$ cat src/rtl/regfile_wb_arbiter.sv
// Round-robin arbiter for the register file's single write port, with a registered
// write stage and an ecall sequencer (drain, hold ecall until done, acknowledge).
module regfile_wb_arbiter #(
    parameter int NUM_REQ = 3,
    parameter int XLEN    = 64,
    parameter int REG_W   = 5
) (
    input  logic                     clk,
    input  logic                     reset,
    input  logic [NUM_REQ-1:0]       req_valid,
    input  logic [NUM_REQ*REG_W-1:0] req_reg,
    input  logic [NUM_REQ*XLEN-1:0]  req_data,
    output logic [NUM_REQ-1:0]       req_ready,
    output logic                     write_enable,
    output logic [REG_W-1:0]         write_register,
    output logic [XLEN-1:0]          write_value,
    input  logic                     ecall_req,
    output logic                     ecall_ack,
    output logic                     ecall,
    input  logic                     ecall_done,
    output logic                     busy
);

    localparam int PTR_W = (NUM_REQ > 1) ? $clog2(NUM_REQ) : 1;

    typedef enum logic [1:0] {
        ST_IDLE  = 2'd0,
        ST_DRAIN = 2'd1,
        ST_CALL  = 2'd2,
        ST_ACK   = 2'd3
    } state_t;

    state_t             r_state;
    state_t             w_next_state;
    logic [PTR_W-1:0]   r_rr_ptr;
    logic [PTR_W-1:0]   w_sel;
    logic [PTR_W-1:0]   w_next_ptr;
    logic               w_found;
    logic               w_grant_en;
    logic [NUM_REQ-1:0] w_grant;
    logic [REG_W-1:0]   w_sel_reg;
    logic [XLEN-1:0]    w_sel_data;
    logic               r_write_enable;
    logic [REG_W-1:0]   r_write_register;
    logic [XLEN-1:0]    r_write_value;
    logic               r_ecall;
    logic               r_ecall_ack;

    // Round-robin search: first pass from rr_ptr upward, second pass wraps from index 0.
    always_comb begin
        w_sel   = r_rr_ptr;
        w_found = 1'b0;
        for (int i = 0; i < NUM_REQ; i++) begin
            if (!w_found && req_valid[i] && (PTR_W'(i) >= r_rr_ptr)) begin
                w_found = 1'b1;
                w_sel   = PTR_W'(i);
            end else begin
                w_found = w_found;
            end
        end
        for (int i = 0; i < NUM_REQ; i++) begin
            if (!w_found && req_valid[i]) begin
                w_found = 1'b1;
                w_sel   = PTR_W'(i);
            end else begin
                w_found = w_found;
            end
        end
    end

    // Grant only in IDLE with no pending ecall; reset masks the grant asynchronously.
    always_comb begin
        w_grant_en = reset && (r_state == ST_IDLE) && !ecall_req && w_found;
        if (w_grant_en) begin
            w_grant = NUM_REQ'(1) << w_sel;
        end else begin
            w_grant = '0;
        end
        if (w_sel == PTR_W'(NUM_REQ - 1)) begin
            w_next_ptr = '0;
        end else begin
            w_next_ptr = w_sel + PTR_W'(1);
        end
    end

    // Select the granted requester's destination and data.
    always_comb begin
        w_sel_reg  = '0;
        w_sel_data = '0;
        for (int i = 0; i < NUM_REQ; i++) begin
            if (PTR_W'(i) == w_sel) begin
                w_sel_reg  = req_reg[i*REG_W +: REG_W];
                w_sel_data = req_data[i*XLEN +: XLEN];
            end else begin
                w_sel_reg  = w_sel_reg;
                w_sel_data = w_sel_data;
            end
        end
    end

    // Next-state logic; DRAIN and ACK are single-cycle, ecall_req drop is ignored once started.
    always_comb begin
        w_next_state = r_state;
        case (r_state)
            ST_IDLE: begin
                if (ecall_req) begin
                    w_next_state = ST_DRAIN;
                end else begin
                    w_next_state = ST_IDLE;
                end
            end
            ST_DRAIN: w_next_state = ST_CALL;
            ST_CALL: begin
                if (ecall_done) begin
                    w_next_state = ST_ACK;
                end else begin
                    w_next_state = ST_CALL;
                end
            end
            ST_ACK:  w_next_state = ST_IDLE;
            default: w_next_state = ST_IDLE;
        endcase
    end

    // FSM state register.
    always_ff @(posedge clk or negedge reset) begin
        if (!reset) begin
            r_state <= ST_IDLE;
        end else begin
            r_state <= w_next_state;
        end
    end

    // Write stage; x0 writes are accepted but never strobed to the register file.
    always_ff @(posedge clk or negedge reset) begin
        if (!reset) begin
            r_rr_ptr         <= '0;
            r_write_enable   <= 1'b0;
            r_write_register <= '0;
            r_write_value    <= '0;
        end else if (w_grant_en) begin
            r_rr_ptr         <= w_next_ptr;
            r_write_enable   <= (w_sel_reg != '0);
            r_write_register <= w_sel_reg;
            r_write_value    <= w_sel_data;
        end else begin
            r_write_enable   <= 1'b0;
        end
    end

    // Ecall handshake outputs: ecall rises leaving DRAIN, falls with the ack pulse.
    always_ff @(posedge clk or negedge reset) begin
        if (!reset) begin
            r_ecall     <= 1'b0;
            r_ecall_ack <= 1'b0;
        end else begin
            r_ecall_ack <= (r_state == ST_CALL) && ecall_done;
            if (r_state == ST_DRAIN) begin
                r_ecall <= 1'b1;
            end else if ((r_state == ST_CALL) && ecall_done) begin
                r_ecall <= 1'b0;
            end else begin
                r_ecall <= r_ecall;
            end
        end
    end

    assign req_ready      = w_grant;
    assign write_enable   = r_write_enable;
    assign write_register = r_write_register;
    assign write_value    = r_write_value;
    assign ecall          = r_ecall;
    assign ecall_ack      = r_ecall_ack;
    assign busy           = (r_state != ST_IDLE);

endmodule

$ cat config.mk
export PLATFORM = sky130hd
export DESIGN_NAME = regfile_wb_arbiter
export DESIGN_NICKNAME = d
export VERILOG_FILES = /design/src/rtl/regfile_wb_arbiter.sv
export SDC_FILE = /design/constraint.sdc
export NUM_CORES = 1
export LEC_CHECK = 0
export ABC_AREA = 1
export BUFFER_PORTS_ARGS = -buffer_cell sky130_fd_sc_hd__clkbuf_2
export CORE_ASPECT_RATIO = 0.7
export CORE_UTILIZATION = 40
export CTS_BUF_LIST = sky130_fd_sc_hd__clkbuf_8
export DETAILED_ROUTE_END_ITERATION = 8
export PLACE_DENSITY = 0.9
export SLEW_MARGIN = 20
export SYNTH_ARGS = -nofsm -noshare
export SYNTH_HDL_FRONTEND = slang
export SYNTH_SLANG_ARGS = --single-unit
export TNS_END_PERCENT = 30
$ cat constraint.sdc
create_clock -name clk -period 2.8 [get_ports clk]
set_input_delay 0.84 -clock clk [delete_from_list [all_inputs] [get_ports clk]]
set_output_delay 0.84 -clock clk [all_outputs]
set_load 0.005 [all_outputs]
# Word-level counts from Yosys, hierarchy flattened
# Index checks and enable logic that the tools add are counted.
# W data, S select, Z words.
[classes]
reduce_logical = 23
add_sub_neg = 1
eq_ne = 6
n_lt_le_gt_ge = 3
shifts = 1
muxes = 26
[op_table]
columns = ["operator", "count"]
rows = [
  ["$mux W64", 3],
  ["$mux W5", 3],
  ["$mux W2", 7],
  ["$logic_and A1 B1 Y1", 12],
  ["$mux W1", 11],
  ["$pmux W2 S4", 1],
  ["$eq A2 B2 Y1 const B", 3],
  ["$logic_not A1 Y1", 6],
  ["$reduce_bool A5 Y1", 1],
  ["$ge A1 B2 Y1 const A", 2],
  ["$logic_not A2 Y1", 2],
  ["$reduce_bool A2 Y1", 2],
  ["$mux W3", 1],
  ["$shl A1 B2 Y3 const A", 1],
  ["$add A2 B1 Y2 const B", 1],
  ["$eq A1 B2 Y1 const A", 1],
  ["$eq A2 B1 Y1 const B", 1],
  ["$eq A2 B2 Y1 const A", 1],
  ["$ge A2 B2 Y1 const A", 1],
]
[word_totals]
out_inout_bits = 76
input_bits = 214
regBits = 76
elab_cells = 67

# Longest topological paths before layout
# Gate-level depths: netlist (run 1).
[depth]
ltp_word = 26
ltp_mapped = 15

# Least setup slack after synthesis (run 1)
# OpenSTA, ideal clock, no wires.
[synth_timing]
path_type = "in2out"
start = "input port req_valid[2]"
end = "output port req_ready[2]"
stages = 8
slack_ps = -14
path_buffers = 2
arrival_ps = 1974
cell_sequence = "inv_1 o2111ai_2 nand3_2 inv_2 nand2_2 buf_4 buf_2 nor2_1"
[synth_via]
elab_chain_len = 14
word_cells_on_any_way = 19
cone_classes = "1 x shift; 9 x mux; 9 x reduce/logical"
[synth_lines]
columns = ["element", "line_no", "text"]
rows = [
  ["from (decl)", "10", "input logic [NUM_REQ-1:0] req_valid,"],
  ["$logic_and A1 B1 Y1 (2 in series)", "54", "if (!w_found && req_valid[i] && (PTR_W'(i) >= r_rr_ptr)) begin"],
  ["$mux W1", "54", ""],
  ["$logic_not A1 Y1", "62", "if (!w_found && req_valid[i]) begin"],
  ["$logic_and A1 B1 Y1", "62", ""],
  ["$mux W1", "62", ""],
  ["$logic_not A1 Y1", "62", ""],
  ["$logic_and A1 B1 Y1", "62", ""],
  ["$mux W1", "62", ""],
  ["$logic_not A1 Y1", "62", ""],
  ["$logic_and A1 B1 Y1", "62", ""],
  ["$mux W2 / $mux W1 (equally long branches)", "62", ""],
  ["$shl A1 B2 Y3 / $logic_and A1 B1 Y1 (equally long branches)", "75, 73", ""],
  ["$mux W3 (*)", "74", "if (w_grant_en) begin"],
  ["to (decl)", "13", "output logic [NUM_REQ-1:0] req_ready,"],
]
# Every way passes the cells marked *; elsewhere a longest branch is shown, timed or not.

# Worst setup path in the final report (run 1)
[layout_timing]
start = "input port req_valid[1]"
end = "output port req_ready[1]"
[layout_via]
elab_chain_len = 18
word_cells_on_any_way = 24
cone_classes = "1 x shift; 11 x mux; 12 x reduce/logical"
[layout_lines]
columns = ["element", "line_no"]
rows = [
  ["$logic_and A1 B1 Y1 (2 in series)", "54"],
  ["$mux W1", "54"],
  ["$logic_not A1 Y1", "54"],
  ["$logic_and A1 B1 Y1 (2 in series)", "54"],
  ["$mux W1", "54"],
  ["$logic_not A1 Y1", "62"],
  ["$logic_and A1 B1 Y1", "62"],
  ["$mux W1", "62"],
  ["$logic_not A1 Y1", "62"],
  ["$logic_and A1 B1 Y1", "62"],
  ["$mux W1", "62"],
  ["$logic_not A1 Y1", "62"],
  ["$logic_and A1 B1 Y1", "62"],
  ["$mux W2 / $mux W1 (equally long branches)", "62"],
  ["$shl A1 B2 Y3 / $logic_and A1 B1 Y1 (equally long branches)", "75, 73"],
  ["$mux W3 (*)", "74"],
]
# Marked as above.

==> summary.md, run 1 <==
Setup violations remaining at the end of the flow were counted as 0. Post-route cell area: 6440 sq um. The number of pins with negative max-slew slack in the final report was 0; the number of antenna violations at the first check in global routing was 0. Setup slack on the critical path of the routed design comes to 46.39 ps. In this run the vertical extent of the chip is 91.41 um. The total congestion overflow after global routing was 0; the post-route minimum period was 2754 ps. The total negative slack for setup checks is 0 ps, and the area of the placeable core is 11050 sq um. The biggest fanout along the worst timing path works out to 5.

In this run the remaining antenna-violating nets after routing total 0. The total of flip-flops plus latches after synthesis was 76. Fill cells in the final layout number 1014. The logs give 5 for the first-pass iteration count of the detailed router and 0 for the DRC violation count after routing. For the via count of the first global-routing pass, the log shows 4666. Timing analysis after detailed placement gives a worst setup slack of -24.72 ps. Count of input and output buffers: 289. The max capacitance violation total is 0, and the number of standard-cell rows in the floorplan is 32. Data arrives at the worst endpoint at 1910 ps. For the data required time at the worst endpoint, the log shows 1960 ps. The top cell types in the final layout, fill and taps aside, are 286 x clkbuf_2, 200 x nand3_1, 146 x nand2_1. For this design the static power due to leakage is 3.671 nW.

The final critical-path share of the clock period came out at 0.9834. Clock tree synthesis inserted a total of 9 buffers. The tools report the worst IR drop on VDD as 650.6 uV. On the critical path, the stage with the largest delay is an instance of nand4_1. The path type of the worst min-delay path was input pin to asynchronous set/reset pin. The clock tree synthesis step divided the H-tree into 3 levels.

The longest individual stage delay on the worst path is 270 ps, and the global-route wire length before repair is 22450 um. After clock tree synthesis, the clock-pin slew on the worst setup and hold paths is 80 ps. 290 I/O pins were placed. The all-layer global routing usage came out at 0.2426. The achievable frequency was 0.3632 GHz; the largest net degree at the start of global routing was 74. Buffer depth of the longest clock path: 2. The start-to-end type of the worst setup path was input pin to primary output.

The number of DRC markers in iteration 0 was 227; the instance area at placement was 6127 sq um. The via count normalized by instance count is 5.203, and the worst relative slew slack is 0.3964. The width of the die came out at 129.7 um. After detailed placement, the design holds a cell count of 1011. Routability-driven placement finished with a final weighted congestion of 0.9284.

For the number of distinct standard cells referenced by the synthesized netlist, the log shows 22. Final hold violation count: 0. Most common library cell in the layout ignoring fill and taps: clkbuf_2. Setup repair after global routing could not meet its margin everywhere.

The fraction of the yosys area taken by sequential cells is 0.4163, and the setup skew after layout is 6.192 ps. The worst setup path is captured at a primary output. Dividing the detail-routed wire length by the instance count gives 14.04 um.

The total power per unit cell area came out at 1019 nW/um^2. The flow ran to the end, and the final reports show no timing, DRC or antenna violations. The root buffer cell chosen for the clock tree is clkbuf_8. The logs give 0 for the antenna diode count and 4568 sq um for the area of the mapped netlist.

The tools report the wire length after detailed routing as 14460 um. The floorplan step defined a die boundary enclosing 11860 sq um. Final design utilization: 0.5828.

The run gives 0.4134 as the starting density of the core. TritonCTS built the clock tree. The worst setup path is launched from an input pin.

A synthesized cell averages 7.489 sq um. The transition time at the pin with the least slew margin is 905.4 ps. The number of clock sinks seen by CTS was 76.

For this run, the number of Yosys warnings is 0. The insertion delay to the later sink of the worst-skew pair was 350 ps; the area growth from synthesis to layout was 40.98%. Setup slack on the worst reg-to-reg path comes out at 470 ps.

When the netlist entered floorplanning its net count stood at 828. The total via count in the routed design is 5359, and the count of cells along the worst register-to-register path is 12. The number of instances in the synthesized netlist is 610, and the number of buffers inserted for hold repair after clock tree synthesis is 0.

The estimated wirelength of the detail-placed design is 10560 um. Traced cell by cell, the critical path runs through clkbuf_2 -> nand2_2 -> nand2_2 -> a21oi_2 -> nand4_1 -> nand4_1 -> nor3_2 -> buf_2. Excluding fillers, the count of instances in the completed layout stands at 1030. The net count of the finished layout is 1090. The share of cells above drive strength 1 came out at 0.3934.
==> stage by stage <==
stage / power, mW / hold slack, ps
floorplan: 4.263 / 472.7
detailed placement: 5.500 / 464.9
CTS: 6.548 / 254.7
global placement: 5.405 / 463.6
finish: 6.564 / 278.3
global route: 7.179 / 248.4
==> layer usage <==
metal	global-route usage	share of wire	wire, um
met1	0.3036	0.41	5991
met2	0.4060	0.49	7083
met3	0.06187	0.076	1104
met4	0.07849	0.019	280
met5	0	0	0
==> cell type report <==
type                            instances  area [sq um]  area share
Inverter                               20         75.07     0.01166
Clock buffer                            9         123.9     0.01923
Tap cell                              153         191.4     0.02973
Timing Repair Buffer                  308          1644      0.2553
Clock inverter                          7         123.9     0.01923
Multi-Input combinational cell        457          2377      0.3691
Sequential cell                        76          1904      0.2957
==> where the power goes <==
group | switching [mW] | internal (mW) | total, mW
sequential | 0.289 | 1.57 | 1.86
clock | 0.426 | 0.598 | 1.02
combinational | 2.27 | 1.41 | 3.68
==> cells in the mapped netlist <==
cell type,n,area share
nand3_1,200,0.22
nand2_1,151,0.12
dfrtp_1,76,0.42
o211ai_1,64,0.11
buf_2,28,0.031
clkbuf_1,18,0.015
inv_1,17,0.014
nor2_1,14,0.012
buf_4,7,0.012
nand4_1,7,0.0096
o21ai_0,6,0.0066
buf_1,4,0.0033
ha_1,4,0.011
inv_2,3,0.0025
nand2_2,2,0.0027
nor3_1,2,0.0022
o21bai_1,2,0.0033
a21o_1,1,0.0016
a21oi_2,1,0.0019
nand3_2,1,0.0022
o2111ai_2,1,0.0033
o211ai_2,1,0.0027
==> worst max-delay path, delay by kind of cell <==
kind            cells  cell delay (ps)
simple gates        5              770
compound gates      1               60
buf+inv             2              240
==> worst paths after layout <==
check                                             from                           to
max                                       req_valid[1]                 req_ready[1]
min                                              reset  write_value[54]$_DFFE_PN0P_
max reg2reg                    r_rr_ptr[0]$_DFFE_PN0P_  write_value[23]$_DFFE_PN0P_
min reg2reg                write_value[22]$_DFFE_PN0P_  write_value[22]$_DFFE_PN0P_
max in group asynchronous                        reset      r_rr_ptr[1]$_DFFE_PN0P_
min in group clk           write_value[22]$_DFFE_PN0P_  write_value[22]$_DFFE_PN0P_
==> state kept, by name, indices dropped and copies added, names as in the netlist <==
name / flops
ecall_ack: 1
write_value: 64
write_enable: 1
write_register: 5
r_state: 2
r_rr_ptr: 2
ecall: 1
==> what timing repair did <==
action                     CTS  global route
pin swaps                    0             2
setup endpoints to repair    3             3
gates resized for setup      0            16
setup buffers                0             3
==> kinds of logic after synthesis <==
kind of cell	Yosys count	share of synthesized area
AND/OR/NAND/NOR	377	0.3714
buffers and inverters	77	0.07669
AO/OA/AOI/OAI	76	0.1246
flip-flops	76	0.4163
adder cells (fa/ha/maj)	4	0.01096
No activity file was read; power rests on OpenSTA's default activity.
==> run 2: changes to the inputs <==
Settings changed: BUFFER_PORTS_ARGS -buffer_cell sky130_fd_sc_hd__clkbuf_2 to not set, CORE_AREA set to 2 2 114 116, CORE_ASPECT_RATIO 0.7 to not set, CORE_UTILIZATION 40 to not set, DIE_AREA set to 0 0 116 118, DONT_BUFFER_PORTS set to 1, PLACE_DENSITY 0.9 to 0.64.
==> run 2 against run 1 <==
Critical path depth increased by 1. Register-to-register slack improved by 120 ps. Critical path type is now flip-flop to primary output. Via count decreased by 19%. Global-route usage decreased by 3.8 points. Critical endpoint is now req_ready[2]. Clock power about the same.
==> summary.md, run 2 (synthesis gave the netlist of run 1 again) <==
The number of H-tree levels is 3 (unchanged), and the estimated wirelength of the detail-placed design is 10430 um (-1.2%). Total congestion overflow after global routing: 0 (unchanged). The setup skew after layout was 7.921 ps (+1.729 ps).

For the data arrival time at the worst-slack endpoint, the log shows 1850 ps (-60 ps). TritonCTS built the clock tree. For the number of buffers inserted during clock tree synthesis, the log shows 9 (unchanged). The weighted congestion reported at the end of routability-driven placement is 0.8393 (-9.6%).

Buffer cell driving the clock tree root: clkbuf_8. Among the stages of the critical path, the cell type that occurs most often is nand2_1. The die boundary height was 118 um (+29%). Number of flip-flops under the largest register name: 64 (unchanged).

For the number of antenna violations at the first check in global routing, the log shows 0 (unchanged). The path class of the tightest hold or removal check is input pin to asynchronous set/reset pin. The tools report the total negative slack for setup checks as 0 ps (unchanged). The average detailed-routed wire length per instance is 18.97 um (+35%), and the total met2 wirelength after detailed routing is 6898 um (-2.6%).

The run gives 0.2047 (-0.03787) as the all-layer global routing usage. Setup repair after global routing left no endpoint under its margin. Transition time at the pin with the least slew margin: 566.3 ps (-339.1 ps).

In this run the critical register-to-register path is captured at write_value[33]$_DFFE_PN0P_. The clock transition at the register clock pins on the worst setup and hold paths after CTS works out to 80 ps (about the same). The slowest stage of the critical path is the dfrtp_2 cell. The count of cells along the worst register-to-register path was 11 (-1); the buffer depth of the longest clock path was 2 (unchanged). For the data required time at the worst endpoint, the log shows 1960 ps (about the same). The cell class contributing the biggest share of worst-path delay was simple AND/OR/NAND/NOR gates.

Compared with the post-synthesis result, the final layout area differs by 9.121%. In this run the critical register-to-register path is launched from r_rr_ptr[0]$_DFFE_PN0P_. The run gives 0 (unchanged) as the antenna diode count. Traced cell by cell, the critical path runs through nor2_1 -> nand2_1 -> nand2_2 -> a21oi_2 -> nand2_1 -> nand3_4 -> inv_4 -> nand2_4 -> nor2_4. Via count of the first global-routing pass: 4154 (-11%). The number of clock sinks seen by CTS was 76 (unchanged); the worst IR drop on VDD was 752.5 uV (+16%). The leakage component of the power came out at 2.439 nW (-34%). For the starting density of the core, the log shows 0.3680 (-0.04541). The global-route wire length before repair came out at 21450 um (-4.5%). The biggest fanout along the worst timing path came out at 6 (+1). The longest individual stage delay on the worst path is 440 ps (+170 ps), and the final hold violation count is 0 (unchanged). The worst setup slack for register-to-register paths was 590 ps (+120 ps). The width of the die was 116 um (-11%); the largest net degree at the start of global routing was 78 (+5.4%).

The count of input and output buffers was 0 (-100%). STA classifies the critical path endpoint as a primary output. The top cell types in the final layout, fill and taps aside, are 200 x nand3_1, 149 x nand2_1, 74 x dfrtp_1. The number of pins with negative max-slew slack in the final report was 0 (unchanged). The number of DRC markers in iteration 0 is 194 (-15%), and the worst relative slew slack is 0.6225 (+0.2261). For the achievable frequency, the log shows 0.3722 GHz (+2.5%). The run gives 12410 sq um (+12%) as the area of the placeable core. The total via count in the routed design is 4364 (-19%). The top layer reached by signal wires was met4. The final critical-path share of the clock period was 0.9596 (-0.02384); the post-route minimum period was 2687 ps (-66.76 ps). The worst-case hold slack came out at 165.8 ps (-112.4 ps). The met1 wire length is 5268 um (-12%), and the number of primary I/O pins is 290 (unchanged). The number of nets in the final layout came out at 796 (-27%). The number of standard-cell rows in the floorplan was 41 (+28%); the met3 wirelength from detailed routing was 1601 um (+45%). The final number of setup-violating endpoints is 0 (unchanged).

The logs give 13690 sq um (+15%) for the total die area and 14330 um (-0.93%) for the wire length after detailed routing. DRC violation count after routing: 0 (unchanged). The run finished with clean final reports. The max capacitance violation total came out at 0 (unchanged).

STA classifies the critical path startpoint as a flip-flop. The worst setup path is of the flip-flop to primary output kind. The first-pass iteration count of the detailed router is 5 (unchanged). The via count normalized by instance count is 5.780 (+11%). Number of buffer and inverter instances along the worst setup path: 1 (-1). The total power per unit cell area was 1196 nW/um^2 (+17%); the count of nets left with antenna violations after detail routing was 0 (unchanged). The share of cells above drive strength 1 works out to 0.07890 (-0.3145). Leaving out fill and tap cells, the most frequent cell in the layout is nand3_1. For the insertion delay to the later sink of the worst-skew pair, the log shows 360 ps (about the same).
-- run 2: cell types whose count changed in the layout (fill, tap and decap cells not counted), sizes merged --
| cell | previous run | this run |
|---|---|---|
| bufinv | 3 | 2 |
| clkbuf | 295 | 12 |
| buf | 22 | 14 |
| clkinv | 2 | 0 |
-- run 2: what timing repair did --
action / in CTS / in global routing
resized for setup: 4 / 6
setup endpoints to repair: 3 / 3
hold buffers: 0 / 0
pin swaps: 0 / 3
buffers inserted: 0 / 2
-- run 2: worst register-to-register path, stage by stage (launching register included) --
cell and delay (ps):
dfrtp_2 400, nor2_1 60, nand2_1 120, nand2_2 100, a21oi_2 150, nand4_1 100, nand4_1 200, buf_4 410
inv_2 140, buf_12 180, o211ai_1 150, nand2_1 90
-- run 2: through the flow --
step | std cells | cell area, sq um | util | power (mW) | worst slack (ps)
floorplan | 610 | 4579 | - | 4.263 | 22.07
global placement | 737 | 4697 | 0.3784 | 4.807 | 144.0
detailed placement | 737 | 4697 | 0.3784 | 4.954 | 77.84
CTS | 753 | 4951 | 0.3988 | 5.981 | 8.632
global route | 755 | 4985 | 0.4015 | 6.519 | 12.80
finish | 755 | 4985 | 0.4015 | 5.960 | 113.1
-- run 2: cell type report --
type | instances | area, sq um
fillers | 1275 | 7430
flip-flops and latches | 76 | 1904
repair buffers | 14 | 180.2
clock inverters | 4 | 71.32
well taps | 172 | 215.2
clock buffers | 12 | 165.2
inverters | 20 | 77.57
multi-input cells | 457 | 2371
-- run 2: worst max-delay path by stage --
| stage | from | endpoint | cells past startpoint |
|---|---|---|---|
| after floorplan | req_valid[2] | req_ready[2] | 8 |
| after detailed placement | req_valid[0] | req_ready[2] | 7 |
| after CTS | r_rr_ptr[0]$_DFFE_PN0P_ | req_ready[2] | 9 |
| after global routing | r_rr_ptr[1]$_DFFE_PN0P_ | req_ready[2] | 8 |
| final | r_rr_ptr[0]$_DFFE_PN0P_ | req_ready[2] | 9 |
| after global placement | req_valid[1] | req_ready[2] | 7 |
-- run 2: layer usage --
metal	global-route usage	vias up
li1	-	2073
met1	0.2213	1995
met2	0.3447	262
met3	0.07467	34
met4	0.1086	0
met5	0	-
-- run 2: power breakdown --
| group | internal, mW | switching [mW] |
|---|---|---|
| sequential | 1.58 | 0.434 |
| clock | 0.572 | 0.426 |
| combinational | 1.01 | 1.94 |
| total | 3.16 | 2.80 |
==> run 3: changes to the inputs <==
Clock period 2.8 ns to 2.2 ns, I/O delays scaled along.
==> run 3 against run 2 <==
The flow now finishes with violations (negative hold slack, negative setup slack). Clock skew up 4.7 ps. Clock power up 22%. Total power up 36%. Setup slack worse by 360 ps. First-iteration DRC count up 10%. Critical path depth down 1. Global-route usage up 0.53 points. Count of clock-buffer cells in the layout down 1. Utilization up 2.4 points. Via count up 2.0%. Register-to-register slack worse by 470 ps. Largest cell class unchanged. Highest routed layer unchanged.
==> summary.md, run 3 (synthesis gave the netlist of run 1 again) <==
The flow ran to the end, but the final reports show violations. The final reports fail on negative hold slack, negative setup slack. STA classifies the critical path endpoint as a primary output. Number of flip-flops under the largest register name: 64 (unchanged). The tools report the final hold violation count as 9 (+9).

The total negative slack for setup checks is -664.0 ps (-664.0 ps), and the number of DRC markers in iteration 0 is 214 (+10%). The tools report the starting density of the core as 0.3680 (unchanged). The width of the die came out at 116 um (unchanged). The type of origin of the critical path was a flip-flop.

The setup skew after layout is 12.59 ps (+4.673 ps), and the number of H-tree levels is 3 (unchanged). The wire length after detailed routing was 14800 um (+3.3%); the total power per unit cell area was 1541 nW/um^2 (+29%). Start-to-end type of the worst setup path: flip-flop to primary output. The average detailed-routed wire length per instance works out to 18.90 um (-0.38%). Setup repair after global routing could not meet its margin everywhere.

The tools report the count of nets left with antenna violations after detail routing as 0 (unchanged). The worst path needs 2446 ps of the cycle, external delays included. The tools report the number of standard-cell rows in the floorplan as 41 (unchanged). The tools report the estimated wirelength of the detail-placed design as 10940 um (+4.9%). The leakage component of the power is 2.590 nW (+6.2%), and the total die area is 13690 sq um (unchanged).

The final design utilization was 0.4252 (+0.02369). The logs give 22380 um (+4.3%) for the global-route wire length before repair and 78 (unchanged) for the largest net degree at the start of global routing. TritonCTS built the clock tree. The achievable frequency is 0.4088 GHz, and the area growth from synthesis to layout is 15.56%. The count of input and output buffers works out to 0 (unchanged).

The worst-case setup margin in the final layout is -246.2 ps (-359.3 ps). The antenna diode count was 0 (unchanged); the number of antenna violations at the first check in global routing was 0 (unchanged). The tools report the worst setup slack before clock tree synthesis as -32.94 ps (-110.8 ps). The via count of the first global-routing pass was 4356 (+4.9%); the area of the placeable core was 12410 sq um (unchanged). The tools report the number of non-filler instances in the completed layout as 783 (+3.7%). The number of clock sinks seen by CTS is 76 (unchanged). The number of buffers inserted during clock tree synthesis is 9 (unchanged), and the data required time at the worst endpoint is 1540 ps (-420 ps). The tightest min-delay check is of the input pin to asynchronous set/reset pin type. The tools report the insertion delay to the later sink of the worst-skew pair as 360 ps (about the same). The tools report the buffer depth of the longest clock path as 2 (unchanged).

The all-layer global routing usage is 0.2101 (+0.005328), and the transition time at the pin with the least slew margin is 420.8 ps (-145.5 ps). The worst-case hold slack is -10.17 ps (-176.0 ps). For the total congestion overflow after global routing, the log shows 0 (unchanged). The most common library cell in the layout ignoring fill and taps is nand3_1. The number of primary I/O pins is 290 (unchanged), and the data arrival time at the worst-slack endpoint is 1790 ps (-60 ps).

The DRC violation count after routing is 0 (unchanged), and the number of nets in the final layout is 825 (+3.6%). The worst IR drop on VDD was 870.4 uV (+16%); the via count normalized by instance count was 5.686 (-1.6%). The first-pass iteration count of the detailed router was 4 (-1). The tree is rooted in a clkbuf_8.

The run gives 4965 sq um (+5.7%) as the instance area at placement. The final critical-path share of the clock period was 1.112. The worst relative slew slack came out at 0.7194 (+0.09700). The weighted congestion reported at the end of routability-driven placement was 0.8624 (+2.8%).

The die boundary height was 118 um (unchanged); the clock transition at the register clock pins on the worst setup and hold paths after CTS was 80 ps (about the same). The final number of setup-violating endpoints is 3 (+3), and the number of pins with negative max-slew slack in the final report is 0 (unchanged). The run gives 5279 sq um (+5.9%) as the post-route cell area.

Biggest fanout along the worst timing path: 4 (-2). The max capacitance violation total came out at 0 (unchanged). The share of cells above drive strength 1 was 0.1326 (+0.05367); the worst setup slack for register-to-register paths was 120 ps (-470 ps). The run gives 763 (+3.5%) as the number of cells after detailed placement. In the layout the commonest cells are 200 x nand3_1, 146 x nand2_1, 74 x dfrtp_1. Total via count in the routed design: 4452 (+2.0%).
run 3: changes by cell type in the layout (fill, tap and decap cells not counted), moves of 2 or more:
| cell | before | now |
|---|---|---|
| inv_2 | 3 | 1 |
| o21ai_0 | 6 | 4 |
| nand2_4 | 1 | 4 |
| buf_4 | 8 | 33 |
| inv_4 | 1 | 3 |
| nand2_1 | 149 | 146 |
| inv_1 | 17 | 15 |
| buf_12 | 6 | 9 |
| nor2_1 | 13 | 11 |
| o21ai_1 | 0 | 2 |
run 3: area by class of cell:
class / count / area, sq um
clock buffers: 11 / 151.4
clock inverters: 4 / 72.57
fillers: 1276 / 7136
inverters: 20 / 95.09
multi-input cells: 457 / 2401
flip-flops and latches: 76 / 1904
well taps: 172 / 215.2
repair buffers: 43 / 439.2
run 3: timing repair:
action                     in CTS  in global routing
gates resized for setup        10                 10
setup endpoints to repair       4                 42
pin swaps                       3                  4
hold endpoints to repair       76                 76
setup buffers                   9                  0
run 3: through the flow:
step           power [mW]  hold slack (ps)
2_1_floorplan       5.512            364.4
3_3_place_gp        6.657            366.8
3_5_place_dp        6.810            367.3
4_1_cts             8.167           -42.06
5_1_grt             8.885           -52.18
6_report            8.135           -10.17
run 3: where the power goes:
part,internal [mW],switching [mW]
combinational,1.73,2.62
clock,0.693,0.526
sequential,2.01,0.565
total,4.43,3.71
run 3: worst paths after layout:
| kind | depth (start not counted) | endpoint | start |
|---|---|---|---|
| max in group asynchronous | 0 | r_rr_ptr[0]$_DFFE_PN0P_ | reset |
| min | 0 | write_value[38]$_DFFE_PN0P_ | reset |
| max reg2reg | 12 | write_value[14]$_DFFE_PN0P_ | r_rr_ptr[1]$_DFFE_PN0P_ |
| max | 8 | req_ready[0] | r_rr_ptr[1]$_DFFE_PN0P_ |
| min reg2reg | 2 | write_value[57]$_DFFE_PN0P_ | write_value[57]$_DFFE_PN0P_ |
| min in group clk | 2 | r_state[0]$_DFF_PN0_ | ecall_req |
run 3: layer usage:
layer  wire length (um)  track usage
met1               5509       0.2206
met2               7246       0.3666
met3               1643      0.08445
met4                401      0.08854
met5                  0            0
run 3: worst max-delay path, cell delays in order, from the launching register on:
cell,delay (ps)
dfrtp_2,470
nor2_4,120
nand2_4,70
nand2_4,70
a21oi_2,50
nand4_1,70
nand4_1,200
buf_4,230
nor3_4,150
